`src/rtl/tmds_pkg.sv`:
```
// Shared constants and state encoding for the TMDS serializer output stage.
package tmds_pkg;
   localparam int TmdsWordWidth = 10;
   localparam int SerRatio      = 10;
   localparam logic [TmdsWordWidth-1:0] TmdsClkPattern = 10'b0000011111;

   typedef enum logic [1:0] {
      S_WARMUP = 2'd0,
      S_MUTE   = 2'd1,
      S_RUN    = 2'd2
   } phy_state_e;
endpackage

```
`src/rtl/tmds_lane_shifter.sv`:
```
// One TMDS lane: capture register for the pixel-domain word plus a 10-bit
// load/shift register emitting the word LSB-first.
module tmds_lane_shifter
   import tmds_pkg::*;
(
   input  logic                     clk_ser,
   input  logic                     rst_ser,
   input  logic                     cap_en,
   input  logic                     load_en,
   input  logic                     mute,
   input  logic [TmdsWordWidth-1:0] d,
   output logic                     ser
);

   logic [TmdsWordWidth-1:0] cap_q;
   logic [TmdsWordWidth-1:0] shreg_q;

   always_ff @(posedge clk_ser or posedge rst_ser) begin
      if (rst_ser) begin
         cap_q   <= '0;
         shreg_q <= '0;
      end else begin
         if (cap_en)
            cap_q <= d;
         if (load_en)
            shreg_q <= mute ? '0 : cap_q;
         else
            shreg_q <= {1'b0, shreg_q[TmdsWordWidth-1:1]};
      end
   end

   assign ser = shreg_q[0];

endmodule

```
`src/rtl/tmds_phy_serializer.sv`:
```
// DVI output stage: divides clk_ser by 10 into the pixel clock, serializes three
// TMDS data lanes plus the clock lane, and sequences pixel reset / lane muting.
module tmds_phy_serializer
   import tmds_pkg::*;
#(
   parameter logic [3:0] LoadPhase   = 4'd7,
   parameter logic [7:0] WarmupWords = 8'd4,
   parameter logic [7:0] MuteWords   = 8'd2
) (
   input  logic                     clk_ser,
   input  logic                     rst_ser,
   input  logic [TmdsWordWidth-1:0] tmds_0_i,
   input  logic [TmdsWordWidth-1:0] tmds_1_i,
   input  logic [TmdsWordWidth-1:0] tmds_2_i,
   output logic                     clk_pxl_o,
   output logic                     pxl_rst_o,
   output logic [2:0]               ser_o,
   output logic                     ser_clk_o,
   output logic                     running_o
);

   localparam logic [3:0] CntLast  = 4'(SerRatio - 1);
   localparam logic [3:0] CntHalf  = 4'(SerRatio / 2);
   // A warm-up length of zero behaves as a single word period.
   localparam logic [7:0] WarmLast = (WarmupWords == 8'd0) ? 8'd0 : WarmupWords - 8'd1;
   localparam logic [7:0] MuteLast = (MuteWords == 8'd0) ? 8'd0 : MuteWords - 8'd1;

   logic [3:0] cnt_q, cnt_d;
   logic       clk_pxl_q;
   logic       pxl_rst_q, pxl_rst_d;
   phy_state_e state_q, state_d;
   logic [7:0] word_q, word_d;
   logic       cap_en, load_en, mute;

   assign cnt_d   = (cnt_q == CntLast) ? 4'd0 : cnt_q + 4'd1;
   assign load_en = (cnt_q == CntLast);
   assign cap_en  = (cnt_q == LoadPhase);

   always_comb begin
      state_d   = state_q;
      word_d    = word_q;
      pxl_rst_d = pxl_rst_q;
      if (load_en) begin
         case (state_q)
            S_WARMUP: begin
               if (word_q == WarmLast) begin
                  word_d    = 8'd0;
                  pxl_rst_d = 1'b0;
                  state_d   = (MuteWords == 8'd0) ? S_RUN : S_MUTE;
               end else begin
                  word_d = word_q + 8'd1;
               end
            end
            S_MUTE: begin
               if (word_q == MuteLast) begin
                  word_d  = 8'd0;
                  state_d = S_RUN;
               end else begin
                  word_d = word_q + 8'd1;
               end
            end
            default: ;
         endcase
      end
   end

   // The load edge that enters S_RUN already carries real data.
   assign mute = (state_d != S_RUN);

   always_ff @(posedge clk_ser or posedge rst_ser) begin
      if (rst_ser) begin
         cnt_q     <= 4'd0;
         clk_pxl_q <= 1'b1;
         pxl_rst_q <= 1'b1;
         state_q   <= S_WARMUP;
         word_q    <= 8'd0;
      end else begin
         cnt_q     <= cnt_d;
         clk_pxl_q <= (cnt_d < CntHalf);
         pxl_rst_q <= pxl_rst_d;
         state_q   <= state_d;
         word_q    <= word_d;
      end
   end

   assign clk_pxl_o = clk_pxl_q;
   assign pxl_rst_o = pxl_rst_q;
   assign running_o = (state_q == S_RUN);

   logic [TmdsWordWidth-1:0] tmds_w [3];
   assign tmds_w[0] = tmds_0_i;
   assign tmds_w[1] = tmds_1_i;
   assign tmds_w[2] = tmds_2_i;

   for (genvar k = 0; k < 3; k++) begin : g_lane
      tmds_lane_shifter u_lane (
         .clk_ser (clk_ser),
         .rst_ser (rst_ser),
         .cap_en  (cap_en),
         .load_en (load_en),
         .mute    (mute),
         .d       (tmds_w[k]),
         .ser     (ser_o[k])
      );
   end

   // Clock lane is never muted so the sink locks before data arrives.
   tmds_lane_shifter u_clk_lane (
      .clk_ser (clk_ser),
      .rst_ser (rst_ser),
      .cap_en  (cap_en),
      .load_en (load_en),
      .mute    (1'b0),
      .d       (TmdsClkPattern),
      .ser     (ser_clk_o)
   );

endmodule

```
`config.mk`:
```
export PLATFORM = sky130hd
export DESIGN_NAME = tmds_phy_serializer
export DESIGN_NICKNAME = d
export VERILOG_FILES = /design/src/rtl/tmds_pkg.sv /design/src/rtl/tmds_lane_shifter.sv /design/src/rtl/tmds_phy_serializer.sv
export SDC_FILE = /design/constraint.sdc
export NUM_CORES = 1
export LEC_CHECK = 0
export BUFFER_PORTS_ARGS = -buffer_cell sky130_fd_sc_hd__clkbuf_2
export CORE_MARGIN = 2
export CORE_UTILIZATION = 47
export CTS_CLUSTER_DIAMETER = 100
export CTS_CLUSTER_SIZE = 16
export DETAILED_ROUTE_END_ITERATION = 7
export HOLD_SLACK_MARGIN = 0.15
export PLACE_DENSITY = 0.74
export SYNTH_ARGS = -nofsm -noshare
export SYNTH_HDL_FRONTEND = slang
export SYNTH_HIERARCHICAL = 1
export SYNTH_SLANG_ARGS = --single-unit
```
`constraint.sdc`:
```
create_clock -name clk_ser -period 4.69 [get_ports clk_ser]
set_clock_uncertainty 0.05 [all_clocks]
set_input_delay 0.7035 -clock clk_ser [delete_from_list [all_inputs] [get_ports clk_ser]]
set_output_delay 0.7035 -clock clk_ser [all_outputs]
set_load 0.005 [all_outputs]
```
Word level (Yosys, flattened, before mapping)
Index checks and enable logic that the tools add are counted.
- bits in registers: 82
- latch bits: 0
- RAM bits: 0
- bits in read-only memories: 0
- input port bits: 32
- output and inout bits: 7
- word-level logic and storage cells: 42
- memories kept: 0
- $add $sub $neg: 2
- multiply operators: 0
- div/mod/pow operators: 0
- order comparisons: 1
- equality and inequality tests: 7
- shift operators: 0
- mux-type cells: 15
- bitwise gates (word level): 0
- reduce and logical (&&, ||, !) cells: 4
- operator list (kind ; count):
    $mux W10 ; 6
    $mux W8 ; 2
    $pmux W8 S2 ; 1
    $add A8 B1 Y8 const B ; 1
    $eq A8 B1 Y1 const B ; 1
    $eq A8 B2 Y1 const B ; 1
    $mux W2 ; 3
    $mux W5 ; 1
    $add A4 B1 Y4 const B ; 1
    $eq A4 B3 Y1 const B ; 1
    $eq A4 B4 Y1 const B ; 1
    $lt A4 B3 Y1 const B ; 1
    $mux W4 ; 1
    $pmux W2 S2 ; 1
    $reduce_and A3 Y1 ; 1
    $eq A2 B1 Y1 const B ; 1
    $eq A2 B2 Y1 const B ; 1
    $logic_not A2 Y1 ; 1
    $ne A2 B2 Y1 const B ; 1
    $reduce_and A2 Y1 ; 1
    $reduce_bool A2 Y1 ; 1

Longest topological paths before layout
Gate-level depths: netlist of the first run.
- depth in word-level cells: 7
- mapped depth: 8
- depth with buffers taken out: 7

By module
Netlist of the first run, hierarchy kept.
- modules (own cells, without submodules) (module ; times used ; cells an instance ; area an instance (um^2)):
    tmds_lane_shifter ; 4 ; 49 ; 753.2
    tmds_phy_serializer ; 1 ; 80 ; 845.8

Worst setup path before layout of the first run
No wires, ideal clock.
- kind: reg2reg
- start: reg word_q[2]
- end: reg g_lane[0].u_lane.shreg_q[9]
- setup time: 0.066 ns
- data arrival time: 1.860 ns
- slack: 2.714 ns
- cell stages (with the launch flop): 7
- period minus slack after synthesis: 1.976 ns
- cell sequence: dfrtp_1 or4_4 nor3_2 a21oi_1 nor2b_4 buf_6 and2_1
- cells in the longest elaborated chain, start to end: 7
- elaborated cells on any way between the ends: 9
- classes of those cells: 3 x eq/ne; 6 x mux
- ends and longest elaborated chain (element ; line ; source):
    from (decl) ; tmds_phy_serializer.sv:32 ; logic [7:0] word_q, word_d;
    from (signal assigned) ; tmds_phy_serializer.sv:82 ; word_q <= word_d;
    $eq A8 B1 Y1 or $eq A8 B2 Y1 (tied branches) ; tmds_phy_serializer.sv:55, tmds_phy_serializer.sv:46 ;
    $mux W2, on equally long branches ; tmds_phy_serializer.sv:55, tmds_phy_serializer.sv:46 ;
    $pmux W2 S2 (*) ; tmds_phy_serializer.sv:44 ; case (state_q)
    $mux W2 (*) ; tmds_phy_serializer.sv:43 ; if (load_en) begin
    $ne A2 B2 Y1 (*) ; tmds_phy_serializer.sv:68 ; assign mute = (state_d != S_RUN);
    net mute ; tmds_phy_serializer.sv:33 ; logic cap_en, load_en, mute;
    $mux W10 (*) ; tmds_lane_shifter.sv:26 ; shreg_q <= mute ? '0 : cap_q;
    $mux W10 (*) ; tmds_lane_shifter.sv:25 ; if (load_en)
    to (signal assigned) ; tmds_lane_shifter.sv:26 ;
    to (signal assigned) ; tmds_lane_shifter.sv:28 ; shreg_q <= {1'b0, shreg_q[TmdsWordWidth-1:1]};
    to (decl) ; tmds_lane_shifter.sv:16 ; logic [TmdsWordWidth-1:0] shreg_q;
Mark *: on every way through the listed nets, which the timed path passes. The rest lies on a longest branch.
A chain may end at the register's enable or synchronous reset.

Final worst setup path of the first run
- start: reg cnt_q[2]
- end: reg g_lane[1].u_lane.shreg_q[2]
- cells in the longest elaborated chain, start to end: 5
- ends and longest elaborated chain (element ; line ; source):
    from (decl) ; tmds_phy_serializer.sv:28 ; logic [3:0] cnt_q, cnt_d;
    from (signal assigned) ; tmds_phy_serializer.sv:78 ; cnt_q <= cnt_d;
    $eq A4 B4 Y1 ; tmds_phy_serializer.sv:36 ; assign load_en = (cnt_q == CntLast);
    $mux W2 ; tmds_phy_serializer.sv:43 ;
    $ne A2 B2 Y1 ; tmds_phy_serializer.sv:68 ;
    net mute ; tmds_phy_serializer.sv:33 ;
    $mux W10 ; tmds_lane_shifter.sv:26 ;
    $mux W10 ; tmds_lane_shifter.sv:25 ;
    to (signal assigned) ; tmds_lane_shifter.sv:26 ;
    to (signal assigned) ; tmds_lane_shifter.sv:28 ;
    to (decl) ; tmds_lane_shifter.sv:16 ;
The timed path passes the listed nets, and every way through them passes these cells.

==> results of run 1 <==
[final cells by class]
cell class | instances | share of cell area [%]
clock inverters | 5 | 1.86
multi-input cells | 157 | 30.3
clock buffers | 11 | 3.01
inverters | 23 | 1.98
flip-flops and latches | 96 | 55.1
well taps | 105 | 3.01
repair buffers | 40 | 4.70
[state kept, by name, summed over array words and instances (netlist names)]
signal,count
u_clk_lane/cap_q,10
clk_pxl_o,1
word_q,8
cnt_q,4
g_lane.u_lane/shreg_q,30
u_clk_lane/shreg_q,10
pxl_rst_o,1
g_lane.u_lane/cap_q,30
state_q,2
[critical path, stage by stage (launching register included)]
cell	delay (ns)
dfrtp_1	0.48
nand4bb_1	0.39
nor2_1	0.14
a21oi_1	0.78
nor2b_4	0.15
a22o_1	0.23
[logic make-up (layout without fill, tap and decap cells)]
group | Yosys count | in the layout | share of synthesized area (%)
buffers and inverters | 34 | 79 | 4.57
AO/OA/AOI/OAI | 52 | 52 | 10.1
multiplexers | 41 | 41 | 12.0
XOR/XNOR | 6 | 6 | 1.36
flip-flops | 96 | 96 | 62.3
other | 2 | 13 | 0.195
AND/OR/NAND/NOR | 43 | 43 | 8.79
adder cells (fa/ha/maj) | 2 | 2 | 0.648
[metrics by stage]
step                power (W)  utilization [%]  hold WS, ns
finish                0.00148             53.9        0.432
detailed placement   0.000926             51.3        0.415
global route          0.00154             53.9        0.452
CTS                   0.00150             53.9        0.433
floorplan            0.000903                -        0.398
global placement     0.000923             51.3        0.409
[layer usage]
| layer | part of all wire [%] | track usage (%) |
|---|---|---|
| met5 | 0 | 0 |
| met4 | 0.61 | 4.71 |
| met3 | 3.5 | 4.63 |
| met2 | 48 | 24.5 |
| met1 | 47 | 20.2 |
[Yosys cell counts (all sizes together) (2+ instances only)]
| cell type | instances |
|---|---|
| buf | 11 |
| nor2b | 5 |
| xnor2 | 3 |
| nand2 | 3 |
| a22o | 30 |
| or3 | 3 |
| o21ai | 15 |
| ha | 2 |
| nand2b | 2 |
| a21oi | 2 |
| dfstp | 2 |
| inv | 23 |
| xor2 | 3 |
| and3 | 3 |
| dfrtp | 94 |
| nor3 | 3 |
| nand3b | 9 |
| and2 | 4 |
| mux2 | 41 |
| conb | 2 |
[worst max-delay path by stage]
| stage | to | slack, ns | depth (start not counted) |
|---|---|---|---|
| floorplan | g_lane[0].u_lane/shreg_q[9] | 2.71 | 6 |
| global placement | g_lane[1].u_lane/shreg_q[0] | 2.47 | 5 |
| detailed placement | g_lane[0].u_lane/shreg_q[6] | 2.35 | 5 |
| CTS | g_lane[0].u_lane/shreg_q[6] | 2.37 | 5 |
| global route | g_lane[2].u_lane/shreg_q[8] | 2.12 | 5 |
| finish | g_lane[1].u_lane/shreg_q[2] | 2.37 | 5 |
[power breakdown]
part	internal, W	switching, W
Combinational	0.0000254	0.0000275
Sequential	0.000845	0.00000937
Clock	0.000302	0.000268
Total	0.00117	0.000305
==> out/metrics.yaml, run 1 <==
place:
  pre_cts_ws_ns: 2.35
  gp_congestion: 0.758
  dp_hpwl_um: 4230
  port_buffers: 38
  dpl.cell_count: 421
  post_dp_cell_area_um2: 4150
status:
  status: "finished clean"
critical_path:
  crit_path_end_kind: "flip-flop"
  crit_arrival_ns: 2.51
  timing.rr.start: "cnt_q[2]"
  rrSetupSlack_ns: 2.37
  cp_max_fo: 10
  reg2reg_depth: 5
  cp-startpoint: "cnt_q[2]"
  critPathKind: "flip-flop to flip-flop"
  r2r-end: "g_lane[1].u_lane/shreg_q[2]"
  required_ns: 4.88
  start_kind: "flip-flop"
floorplan:
  core-area_um2: 8090
  rows: 33
  io_pins: 39
  dieArea_um2: 8950
  die_w_um: 94.6
  start_util_pct: 47.7
  die_y_um: 94.6
cts:
  clkTransAtPathRegs_ns: 0.09
  post_cts_resized: 0
  numCtsBuffers: 9
  cts-root-buf: "clkbuf_8"
  tritoncts: "done"
  insertion_delay_ns: 0.35
  clkSinkCount: 96
  cts_setup_buffers: 0
  htree_levels: 3
  cts_hold_buffers: 0
  clockBufferDepth: 2
global_routing:
  grt_pass1_vias: 2226
  grt_usage_pct: 15.3
  grt_antenna_before_repair: 0
  grt_pass1_wl_um: 10500
  grt-ovfl-total: 0
  grt_start_max_net_pins: 26
yosys:
  syn-instance-count: 276
  synth_top_area_cell: "dfrtp_1"
  syn_area_um2: 3860
  ys_warn_count: 6
  synth_top_flop_cell: "dfrtp_1"
  ys_seq_area_share_pct: 62.3
  synth_edf_count: 0
  synth_cell_type_count: 41
  async_flop_share_pct: 100
  synth_seq_cells: 96
  netlist.area_leader.share_pct: 61.0
  synth_area_leaders: "dfrtp_1, mux2_2, a22o_1, inv_1, o21ai_0"
  avgSynthCellArea_um2: 14.0
layout:
  register_area_um2: 2400
  fill_cells: 690
  final_nets: 361
  fin_area_um2: 4360
  finalNonFillerCells: 437
  layout_common_cells: "dfrtp_1, mux2_2, clkbuf_2"
  drive_above_1_share_pct: 33.1
  mostFrequentLayoutCell: "dfrtp_1"
  multi_input_area_um2: 1320
  antenna_cells: 0
  area_growth_pct: 13.1
route:
  via_per_inst: 5.03
  drc: 0
  drt-pass1-iter-count: 4
  wl_per_cell_um: 14.0
  num_vias: 2197
  drt_iter0_drc: 87
  wirelength_um: 6120
  ant_nets: 0
flow_run:
  cap_viol_max_count: 0
timing:
  rsz0062_at_grt: "no"
  clock.fmax_ghz: 0.432
  final.min_clock_period_ns: 2.32
  finalHoldViolCount: 0
  final.setup.tns_ns: 0
  setup_viol: 0
  fin_ws_ns: 2.37
  worst_slew_pin_slew_ns: 0.979
  fin_crit_sh_pct: 49.4
  relSlewSlack_pct: 34.7
  drv_slew: 0
power_and_ir_drop:
  p_leak_nw: 2.14
  ir_drop_mv: 0.174
  p_per_area_nw_per_um2: 339
hold_path:
  hp-class: "input port to asynchronous set/reset pin"
No activity file was read; power rests on OpenSTA's default activity.
==> inputs of run 2 (changes only) <==
--- a/config.mk
+++ b/config.mk
@@ -5,6 +5,7 @@
 export SDC_FILE = /design/constraint.sdc
 export NUM_CORES = 1
 export LEC_CHECK = 0
+export ABC_AREA = 1
 export BUFFER_PORTS_ARGS = -buffer_cell sky130_fd_sc_hd__clkbuf_2
 export CORE_MARGIN = 2
 export CORE_UTILIZATION = 47
==> constraint.sdc (replaced) <==
create_clock -name clk_ser -period 2.4 [get_ports clk_ser]
set_clock_uncertainty 0.05 [all_clocks]
set_input_delay 0.36 -clock clk_ser [delete_from_list [all_inputs] [get_ports clk_ser]]
set_output_delay 0.36 -clock clk_ser [all_outputs]
set_load 0.005 [all_outputs]
==> run 2 against run 1 <==
Net effect:
- area after synthesis increased by 7.2%
- highest routed layer unchanged
- first-iteration DRC count increased by 46%
- worst setup slack got worse by 1.9 ns
- combinational power increased by 130%
- register-to-register slack got worse by 1.9 ns
- synthesized cell count increased by 63%
- fmax increased by 19%
- routed wire length increased by 13%
- final cell count increased by 41%
==> out/metrics.yaml, run 2 <==
layout:
  fill_cells: 775
  area_growth_pct: 14.1
  antenna_cells: 0
  layout_common_cells: "nand2_1, dfrtp_1, inv_1"
  multi_input_area_um2: 1390
  finalNonFillerCells: 618
  mostFrequentLayoutCell: "nand2_1"
  post-route-util_pct: 54.7
  drive_above_1_share_pct: 21.6
  final_nets: 539
  register_area_um2: 2400
  largest_registers: "g_lane.u_lane/cap_q (30), g_lane.u_lane/shreg_q (30)"
  fin_area_um2: 4720
yosys:
  synth.most_common_cell: "nand2_1"
  netlist.area_leader.share_pct: 56.8
  netlist_top_cells_count: "nand2_1, dfrtp_1, inv_1, nand3_1, o21ai_2"
  syn_area_um2: 4140
  async_flop_share_pct: 100
  ys_seq_area_share_pct: 58.1
  synth_top_area_cell: "dfrtp_1"
  synth_seq_cells: 96
  avgSynthCellArea_um2: 9.22
  synth_top_flop_cell: "dfrtp_1"
  syn-instance-count: 449
  synth_edf_count: 0
  synth_area_leaders: "dfrtp_1, nand2_1, o21ai_2, nand3_1, inv_1"
  synth_cell_type_count: 26
  ys_warn_count: 6
cts:
  cts_setup_buffers: 0
  clockBufferDepth: 2
  clkSinkCount: 96
  insertion_delay_ns: 0.35
  clkTransAtPathRegs_ns: 0.09
  numCtsBuffers: 9
  htree_levels: 3
  cts-root-buf: "clkbuf_8"
  tritoncts: "done"
critical_path:
  timing.rr.start: "cnt_q[2]"
  cp-startpoint: "cnt_q[2]"
  required_ns: 2.64
  start_kind: "flip-flop"
  r2r-end: "g_lane[2].u_lane/shreg_q[4]"
  cp_max_fo: 10
  crit_arrival_ns: 2.19
  rrSetupSlack_ns: 0.46
  crit_end: "g_lane[2].u_lane/shreg_q[4]"
  reg2reg_depth: 11
  crit_path_end_kind: "flip-flop"
  critPathKind: "flip-flop to flip-flop"
route:
  wl_per_cell_um: 11.2
  num_vias: 2962
  via_per_inst: 4.79
  drt_iter0_drc: 127
  ant_nets: 0
  drt-pass1-iter-count: 4
  wirelength_um: 6930
  drc: 0
global_routing:
  grt_usage_pct: 15.8
  grt_start_max_net_pins: 47
  grt-ovfl-total: 0
  grt_pass1_wl_um: 12400
  grt_antenna_before_repair: 0
  grt_pass1_vias: 2875
floorplan:
  dieArea_um2: 9570
  die_y_um: 97.8
  core-area_um2: 8640
  die_w_um: 97.8
  rows: 34
  io_pins: 39
  start_util_pct: 47.9
place:
  gp_congestion: 0.836
  post_dp_cell_area_um2: 4440
  port_buffers: 38
  dpl.cell_count: 596
  dp_hpwl_um: 4750
timing:
  setup_viol: 0
  clock.fmax_ghz: 0.515
  rsz0062_at_grt: "no"
  finalHoldViolCount: 0
  fin_crit_sh_pct: 81.0
  drv_slew: 0
  final.min_clock_period_ns: 1.94
  relSlewSlack_pct: 49.4
  final.setup.tns_ns: 0
  worst_slew_pin_slew_ns: 0.758
power_and_ir_drop:
  p_per_area_nw_per_um2: 626
  ir_drop_mv: 0.423
  p_leak_nw: 2.53
flow_run:
  cap_viol_max_count: 0
hold_path:
  hold_start: "tmds_1_i[9]"
  holdPathStages: 3
  hp-class: "input port to flip-flop"
status:
  status: "finished clean"
run 2: metal layers:
| metal | GRT usage, % | vias up | routed length [µm] |
|---|---|---|---|
| li1 | - | 1492 | - |
| met5 | 0 | - | 0 |
| met1 | 20.0 | 1409 | 3160 |
| met3 | 3.36 | 9 | 255 |
| met2 | 26.9 | 52 | 3400 |
| met4 | 5.56 | 0 | 104 |
run 2: stage by stage:
stage	setup slack, ns	hold slack, ns	total power [W]
global route	0.294	0.158	0.00307
floorplan	0.587	0.222	0.00177
CTS	0.461	0.150	0.00298
detailed placement	0.492	0.390	0.00182
finish	0.456	0.158	0.00296
global placement	0.547	0.380	0.00181
run 2: power by group:
part / internal (W) / switching, W / total (W)
registers: 0.00165 / 0.0000172 / 0.00167
clock network: 0.000621 / 0.000546 / 0.00117
logic: 0.0000489 / 0.0000716 / 0.000121
run 2: timing repair:
item / 4_1_cts / 5_1_grt
hold buffers: 6 / 0
hold endpoints to repair: 79 / 0
resized for setup: 0 / 0
run 2: area by class of cell:
| class | count | share of cell area [%] |
|---|---|---|
| repair buffers | 48 | 6.20 |
| clock inverters | 4 | 1.64 |
| well taps | 108 | 2.86 |
| clock buffers | 12 | 3.07 |
| flip-flops and latches | 96 | 50.9 |
| inverters | 67 | 5.78 |
| multi-input cells | 283 | 29.5 |
run 2: cells by family (layout without fill, tap and decap cells):
kind of cell	count (synthesis)	in the layout	synth area share, %
AO/OA/AOI/OAI	46	46	8.29
XOR/XNOR	4	4	0.847
adder cells (fa/ha/maj)	2	2	0.605
buffers and inverters	79	131	9.13
flip-flops	96	96	58.1
other	2	11	0.182
AND/OR/NAND/NOR	220	220	22.8
run 2: worst min path at each step:
stage / slack (ns) / end
4_1_cts: 0.15 / g_lane[2].u_lane/cap_q[0]
3_5_place_dp: 0.39 / g_lane[0].u_lane/shreg_q[4]
5_1_grt: 0.16 / g_lane[1].u_lane/cap_q[5]
3_3_place_gp: 0.38 / u_clk_lane/shreg_q[8]
6_report: 0.16 / g_lane[1].u_lane/cap_q[9]
2_1_floorplan: 0.22 / cnt_q[0]
run 2: worst max-delay path: stages, from the launching register on:
cell      delay (ns)
dfrtp_1         0.40
inv_2           0.10
nand2_2         0.10
nor2_8          0.15
nand2_4         0.10
clkinv_2        0.10
nand2_1         0.05
nand2_1         0.08
nand3_1         0.35
inv_6           0.22
nand3_1         0.11
nand2_1         0.08
